==> config.mk <==
export PLATFORM = sky130hd
export DESIGN_NAME = mem_arbiter
export DESIGN_NICKNAME = d
export VERILOG_FILES = /design/src/rtl/mem_arbiter.sv
export SDC_FILE = /design/constraint.sdc
export NUM_CORES = 1
export LEC_CHECK = 0
export ABC_AREA = 1
export BUFFER_PORTS_ARGS = -buffer_cell sky130_fd_sc_hd__buf_2
export CORE_MARGIN = 2
export CORE_UTILIZATION = 47
export DETAILED_ROUTE_END_ITERATION = 10
export GPL_TIMING_DRIVEN = 0
export PLACE_DENSITY = 0.91
export REMOVE_ABC_BUFFERS = 1
export SYNTH_ARGS = -nofsm -noshare
export SYNTH_HDL_FRONTEND = slang
export SYNTH_SLANG_ARGS = --single-unit
==> constraint.sdc <==
create_clock -name clk -period 1.5 [get_ports clk]
set_input_delay 0.15 -clock clk [delete_from_list [all_inputs] [get_ports clk]]
set_output_delay 0.15 -clock clk [all_outputs]
set_load 0.05 [all_outputs]
==> src/rtl/mem_arbiter.sv <==
// Shares one single-port memory between instruction fetch and data access.
// Data wins ties unless the previous grant was data, so fetch is never skipped twice.
module mem_arbiter #(
  parameter int AW = 32,
  parameter int DW = 32
) (
  input  logic          clk,
  input  logic          reset,
  input  logic          if_req,
  input  logic [AW-1:0] if_addr,
  output logic [DW-1:0] if_rdata,
  output logic          if_ready,
  input  logic          d_req,
  input  logic          d_we,
  input  logic [AW-1:0] d_addr,
  input  logic [DW-1:0] d_wdata,
  output logic [DW-1:0] d_rdata,
  output logic          d_ready,
  output logic          mem_req,
  output logic          mem_we,
  output logic [AW-1:0] mem_addr,
  output logic [DW-1:0] mem_wdata,
  input  logic [DW-1:0] mem_rdata,
  input  logic          mem_ack,
  output logic          stall_f,
  output logic          stall_m,
  output logic [1:0]    fsm_state
);

  // Handshake: a requester raises req with its address/data stable and holds
  // them until its ready pulses for one cycle; on the memory side mem_req stays
  // high with mem_* stable until a one-cycle mem_ack, which ends the access.

  typedef enum logic [1:0] {
    IDLE   = 2'd0,
    BUSY_I = 2'd1,
    BUSY_D = 2'd2
  } state_t;

  state_t state;
  logic   last_d;
  logic   i_elig;
  logic   d_elig;

  // A requester in its ready cycle is still holding req; it must not be re-granted.
  assign i_elig    = if_req & ~if_ready;
  assign d_elig    = d_req & ~d_ready;
  assign stall_f   = if_req & ~if_ready;
  assign stall_m   = d_req & ~d_ready;
  assign fsm_state = state;

  always_ff @(posedge clk or negedge reset) begin
    if (!reset) begin
      state     <= IDLE;
      last_d    <= 1'b0;
      mem_req   <= 1'b0;
      mem_we    <= 1'b0;
      mem_addr  <= '0;
      mem_wdata <= '0;
      if_ready  <= 1'b0;
      d_ready   <= 1'b0;
      if_rdata  <= '0;
      d_rdata   <= '0;
    end else begin
      if_ready <= 1'b0;
      d_ready  <= 1'b0;
      case (state)
        IDLE: begin
          if (d_elig && !(i_elig && last_d)) begin
            state     <= BUSY_D;
            mem_req   <= 1'b1;
            mem_we    <= d_we;
            mem_addr  <= d_addr;
            mem_wdata <= d_wdata;
          end else if (i_elig) begin
            state     <= BUSY_I;
            mem_req   <= 1'b1;
            mem_we    <= 1'b0;
            mem_addr  <= if_addr;
            mem_wdata <= '0;
          end
        end
        BUSY_I: begin
          if (mem_ack) begin
            state    <= IDLE;
            mem_req  <= 1'b0;
            if_ready <= 1'b1;
            if_rdata <= mem_rdata;
            last_d   <= 1'b0;
          end
        end
        BUSY_D: begin
          if (mem_ack) begin
            state   <= IDLE;
            mem_req <= 1'b0;
            d_ready <= 1'b1;
            if (!mem_we) d_rdata <= mem_rdata;
            last_d  <= 1'b1;
          end
        end
        default: state <= IDLE;
      endcase
    end
  end

endmodule

==> results.py, run 1 <==
metrics = {
    "setup_path": {
        "reg2reg_depth": 8,
        "reg2reg_to": "mem_wdata[27]",
        "criticalPathCategory": "register to register",
        "arrival_ns": 1.78,
        "cp_cell_sequence": "inv_2, ha_4, inv_2, a21oi_4, buf_12, inv_16, nand2_1, nand2_1",
        "reg2reg_slack_ns": 0.01,
        "critical_path.max_stage_delay_ns": 0.43,
        "cp-start-kind": "register",
        "worstPathMaxFanout": 64,
        "reg2reg_from": "fsm_state[0]",
        "crit_path_end_kind": "register",
        "critical_path_required_ns": 1.79,
        "crit_path_top_delay_cell": "dfrtp_1",
    },
    "timing": {
        "slew_headroom_pct": 60.79,
        "fmax_mhz": 672.5,
        "worst_pin_slew_ns": 0.5881,
        "hold_viol": 0,
        "final.setup_skew_ns": 0.008932,
        "rsz0062_at_grt": "yes",
        "setup_ws_ns": 0.01298,
        "fin_crit_sh_pct": 99.13,
        "finalCriticalPeriod_ns": 1.487,
        "finalSetupViolCount": 0,
        "slew_viol_final": 0,
    },
    "routing": {
        "via_count": 6029,
        "wl_per_cell_um": 16.76,
        "routed_via_density": 5.109,
        "drt_wl_total_mm": 19.77,
        "drtPass1Iterations": 8,
        "dr.first_iter.drc_count": 666,
        "route.antenna.remaining_nets": 0,
        "drcViolationCount": 0,
    },
    "worst_hold_path": {
        "hold_end": "d_rdata[8]",
        "hold_start": "mem_rdata[8]",
        "holdCritPathClass": "primary input to register",
        "worst_hold_path.num_cells": 3,
    },
    "clock_network": {
        "h-tree-depth": 4,
        "path_clk_slew_ns": 0.06,
        "clk_latency_ns": 0.41,
        "cts_buffer_depth": 2,
        "cts_tree": "done",
        "clock-sinks": 135,
        "cts_made_buffers": 17,
        "cts-root-buf": "clkbuf_16",
    },
    "synth": {
        "synthCells": 693,
        "netlist_area_um2": 5725,
        "synth_cell_types": 14,
        "synth-seq-cells": 135,
        "synth_area_per_cell_um2": 8.262,
        "ys_seq_area_share_pct": 59.00,
        "yosysWarnings": 0,
    },
    "grt": {
        "grt_max_degree": 75,
        "antenna_found_initial": 1,
        "grt_usage_pct": 29.80,
        "first_global_vias": 5803,
        "overflow": 0,
        "grt_pass1_wl_mm": 29.50,
    },
    "finish": {
        "final_common_cell": "buf_2",
        "drive_gt1_share_pct": 34.01,
        "area_growth_syn_to_layout_pct": 50.66,
        "postLayoutCellArea_um2": 8626,
        "fill_cells": 826,
        "mostFrequentLayoutCells": "buf_2 (266), nand2_1 (261), dfrtp_1 (134)",
        "layout.nets": 1157,
    },
    "place": {
        "port_buffers": 269,
        "dp_slack_ns": -1.913,
        "hpwlAfterDp_mm": 10.51,
        "place_area_um2": 7183,
        "finalWeightedCongestion": 0.7723,
    },
    "floorplanning": {
        "coreArea_um2": 11960,
        "start_util_pct": 47.87,
        "ios": 270,
        "fp-row-count": 40,
        "dieArea_um2": 13080,
        "dieHeight_um": 114.4,
        "dieWidth_um": 114.4,
    },
    "power_and_ir_drop": {
        "leakage_nw": 5.122,
        "powerDensity_nw_per_um2": 2656,
        "ir_drop_uv": 1732,
    },
    "run_status": {
        "status": "finished clean",
    },
    "job": {
        "maxCapViolCount": 0,
    },
}
[metrics by stage]
stage | utilization, % | power [mW] | TNS, ns | hold WS (ns) | std cells
after global placement | 59.39 | 17.28 | -356.30 | 0.3499 | 1075
after detailed placement | 60.05 | 17.62 | -101.69 | 0.1655 | 1078
after CTS | 70.60 | 22.46 | 0 | 0.0001280 | 1171
after floorplan | - | 14.53 | -102.28 | -0.1456 | 659
after global routing | 72.09 | 24.03 | -0.9235 | 0.004033 | 1179
final | 72.11 | 22.91 | 0 | 0.01137 | 1180
[power by group]
| part | leakage, nW | internal (mW) | switching, mW |
|---|---|---|---|
| registers | 1.69 | 5.35 | 1.03 |
| logic | 3.13 | 2.79 | 9.53 |
| clock network | 0.296 | 2.54 | 1.67 |
| total | 5.12 | 10.7 | 12.2 |
[sequential cells by signal, summed over array words and instances (netlist names)]
signal,flops
last_d,1
fsm_state,2
mem_we,1
if_ready,1
if_rdata,32
mem_addr,32
d_ready,1
mem_wdata,32
d_rdata,32
mem_req,1
[timing repair]
action	CTS	global route
resized for setup	20	26
cloned	4	2
setup buffers	11	6
hold endpoints to repair	111	0
endpoints found under the setup margin	71	125
hold buffers	46	0
pin swaps	4	3
[Yosys cell counts (all sizes together)]
cell type	n	share of area, %
dfrtp	135	59
nand3	69	6.0
o21ai	66	5.8
a21oi	1	0.28
clkbuf	11	0.72
nand4	1	0.11
inv	110	7.2
nor2	1	0.20
ha	4	0.87
buf	23	1.9
nand2	271	18
or2	1	0.11
[kinds of logic (layout without fill, tap and decap cells)]
group	count (synthesis)	count (layout)	synth area share (%)
flops	135	135	59.00
simple gates	343	346	24.21
fa+ha+maj	4	4	0.8742
compound gates	67	68	6.053
buf+inv	144	479	9.856
other cells	0	1	0
[critical path, delay by kind of cell (launching register included)]
| kind | cells | cell delay [ns] |
|---|---|---|
| AND/OR/NAND/NOR | 2 | 0.18 |
| flip-flops | 1 | 0.43 |
| adder cells (fa/ha/maj) | 1 | 0.15 |
| AO/OA/AOI/OAI | 1 | 0.18 |
| buffers and inverters | 4 | 0.41 |
[per-layer routing]
metal | up-vias | wire length (µm) | global-route usage [%] | share of wire (%)
met4 | 0 | 769 | 15.20 | 3.9
met2 | 396 | 9898 | 51.03 | 50
met3 | 78 | 1957 | 9.476 | 9.9
li1 | 2767 | - | - | -
met1 | 2788 | 7149 | 33.49 | 36
met5 | - | 0 | 0 | 0
[layout make-up]
class | count | area (µm²) | share of cell area, %
antenna | 1 | 2.502 | 0.02901
clock buffer | 18 | 439.2 | 5.091
clock inverter | 14 | 161.4 | 1.871
inverter | 110 | 436.7 | 5.062
multi-input combinational | 418 | 1896 | 21.98
sequential | 135 | 3379 | 39.18
tap | 147 | 183.9 | 2.132
timing repair buffer | 337 | 2127 | 24.66
[how the worst max path moves through the flow]
stage                             from       endpoint  slack [ns]  cells past startpoint
after floorplan               if_ready    mem_addr[0]       -0.93                      6
after global placement        if_ready   mem_addr[29]       -1.85                      6
after detailed placement      if_ready   mem_addr[10]       -1.91                      6
after CTS                 fsm_state[0]     d_rdata[8]       0.002                      8
after global routing      fsm_state[0]   mem_addr[14]       -0.04                      8
final                     fsm_state[0]  mem_wdata[27]        0.01                      8
Power figures use the tool's default switching activity.
==> inputs of run 2 (changes only) <==
--- a/config.mk
+++ b/config.mk
@@ -7,6 +7,7 @@
 export LEC_CHECK = 0
 export ABC_AREA = 1
 export BUFFER_PORTS_ARGS = -buffer_cell sky130_fd_sc_hd__buf_2
+export CORE_ASPECT_RATIO = 2
 export CORE_MARGIN = 2
 export CORE_UTILIZATION = 47
 export DETAILED_ROUTE_END_ITERATION = 10
==> run 2 against run 1 <==
The flow now finishes with violations (negative hold slack). Critical path depth is the same. Clock skew increased by 0.0017 ns. Maximum frequency grew 1.8%. Critical path type unchanged.
==> results.py, run 2 (same netlist as run 1, synthesis figures left out) <==
metrics = {
    "grt": {
        "grt_pass1_wl_mm": 28.09,
        "overflow": 0,
        "first_global_vias": 5789,
        "grt_usage_pct": 28.28,
        "grt_max_degree": 75,
        "antenna_found_initial": 0,
    },
    "finish": {
        "register_area_um2": 3378,
        "drive_gt1_share_pct": 34.85,
        "final_cells": 1180,
        "layout.nets": 1158,
        "multi_input_area_um2": 1931,
        "mostFrequentLayoutCells": "buf_2 (266), nand2_1 (254), dfrtp_1 (135)",
        "fill_cells": 867,
        "area_growth_syn_to_layout_pct": 52.40,
        "n_antenna_cell": 0,
        "final_common_cell": "buf_2",
        "postLayoutCellArea_um2": 8726,
    },
    "run_status": {
        "status": "complete, but fails checks",
        "failed_checks": "negative hold slack",
    },
    "floorplanning": {
        "ios": 270,
        "coreArea_um2": 12050,
        "start_util_pct": 47.50,
        "dieWidth_um": 82.05,
        "dieHeight_um": 160.1,
        "fp-row-count": 57,
        "dieArea_um2": 13130,
    },
    "power_and_ir_drop": {
        "leakage_nw": 5.146,
        "powerDensity_nw_per_um2": 2683,
        "finalPower_mw": 23.41,
        "ir_drop_uv": 1542,
    },
    "clock_network": {
        "cts_buffer_depth": 2,
        "path_clk_slew_ns": 0.06,
        "clk_latency_ns": 0.41,
        "h-tree-depth": 4,
        "cts_tree": "done",
        "clock-sinks": 135,
        "cts_made_buffers": 17,
        "cts-root-buf": "clkbuf_16",
    },
    "setup_path": {
        "reg2reg_from": "fsm_state[1]",
        "critical_path_required_ns": 1.78,
        "reg2reg_depth": 8,
        "critPathCapture": "mem_addr[8]",
        "startpoint": "fsm_state[1]",
        "cp-start-kind": "register",
        "crit_path_end_kind": "register",
        "reg2reg_slack_ns": 0.04,
        "reg2reg_to": "mem_addr[8]",
        "worstPathMaxFanout": 8,
        "arrival_ns": 1.74,
        "criticalPathCategory": "register to register",
    },
    "place": {
        "finalWeightedCongestion": 0.8480,
        "port_buffers": 269,
        "dp_cells": 1078,
        "place_area_um2": 7183,
        "hpwlAfterDp_mm": 11.41,
    },
    "routing": {
        "dr.first_iter.drc_count": 351,
        "route.antenna.remaining_nets": 0,
        "routed_via_density": 5.052,
        "drtPass1Iterations": 5,
        "drt_wl_total_mm": 20.19,
        "wl_per_cell_um": 17.11,
        "via_count": 5961,
        "drcViolationCount": 0,
    },
    "timing": {
        "fmax_mhz": 684.5,
        "fin_setup_tns_ns": 0,
        "rsz0062_at_grt": "yes",
        "final.setup_skew_ns": 0.01065,
        "hold_ws_ns": -0.004115,
        "hold_viol": 1,
        "fin_crit_sh_pct": 97.40,
        "worst_pin_slew_ns": 0.5700,
        "finalCriticalPeriod_ns": 1.461,
        "slew_headroom_pct": 62.00,
        "slew_viol_final": 0,
        "finalSetupViolCount": 0,
    },
    "worst_hold_path": {
        "holdCritPathClass": "primary input to register",
    },
    "job": {
        "maxCapViolCount": 0,
    },
}
==> run 2: cell count changes in the layout (fill, tap and decap cells not counted), sizes merged <==
cell / delta
buf: +1
bufinv: +1
clkbuf: +3
clkinvlp: +2
diode: -1
dlygate4sd3: -4
inv: -2
==> run 2: critical path: stages (launching register included) <==
cell,delay (ns)
dfrtp_1,0.43
inv_2,0.11
ha_4,0.16
inv_4,0.05
a21oi_4,0.15
buf_12,0.20
clkinv_16,0.09
nand2_1,0.06
nand2_1,0.07
==> run 2: power breakdown <==
group,switching [mW],internal [mW]
Combinational,9.73,2.96
Clock,1.65,2.73
Sequential,0.987,5.35
Total,12.4,11.0
==> run 2: area by class of cell <==
class	count	area share, %
flip-flops and latches	135	38.72
repair buffers	335	24.30
clock buffers	20	5.234
repair inverters	3	0.4445
multi-input cells	418	22.13
inverters	110	5.176
well taps	147	2.108
clock inverters	12	1.893
==> run 2: repair_timing <==
item	4_1_cts	5_1_grt
hold buffers	41	1
cloned	3	9
endpoints found under the setup margin	82	121
pin swaps	4	4
resized for setup	16	42
buffers inserted	11	5
hold endpoints to repair	101	1
==> run 2: worst min-delay path by stage <==
stage / start / depth (start not counted) / end
global route: mem_rdata[12] / 3 / if_rdata[12]
finish: mem_rdata[6] / 3 / d_rdata[6]
CTS: mem_rdata[31] / 3 / d_rdata[31]
floorplan: reset / 0 / d_rdata[0]
detailed placement: reset / 1 / if_rdata[10]
global placement: d_wdata[3] / 3 / mem_wdata[3]
==> run 2: metal layers <==
| layer | GRT usage (%) | vias to the layer above | wire (µm) | part of all wire, % |
|---|---|---|---|---|
| li1 | - | 2768 | - | - |
| met1 | 29.64 | 2766 | 6789 | 34 |
| met2 | 48.04 | 330 | 10870 | 54 |
| met3 | 6.723 | 97 | 1343 | 6.7 |
| met4 | 19.09 | 0 | 1187 | 5.9 |
| met5 | 0 | - | 0 | 0 |
==> run 2: metrics by stage <==
stage               hold slack, ns  worst slack (ns)  util [%]
global placement            0.3510            -1.766     58.94
CTS                      0.0001492           -0.1152     69.92
finish                   -0.004115           0.03898     72.40
detailed placement          0.1524            -1.882     59.60
global route              0.003706          -0.04456     72.40
floorplan                  -0.1456           -0.9292         -
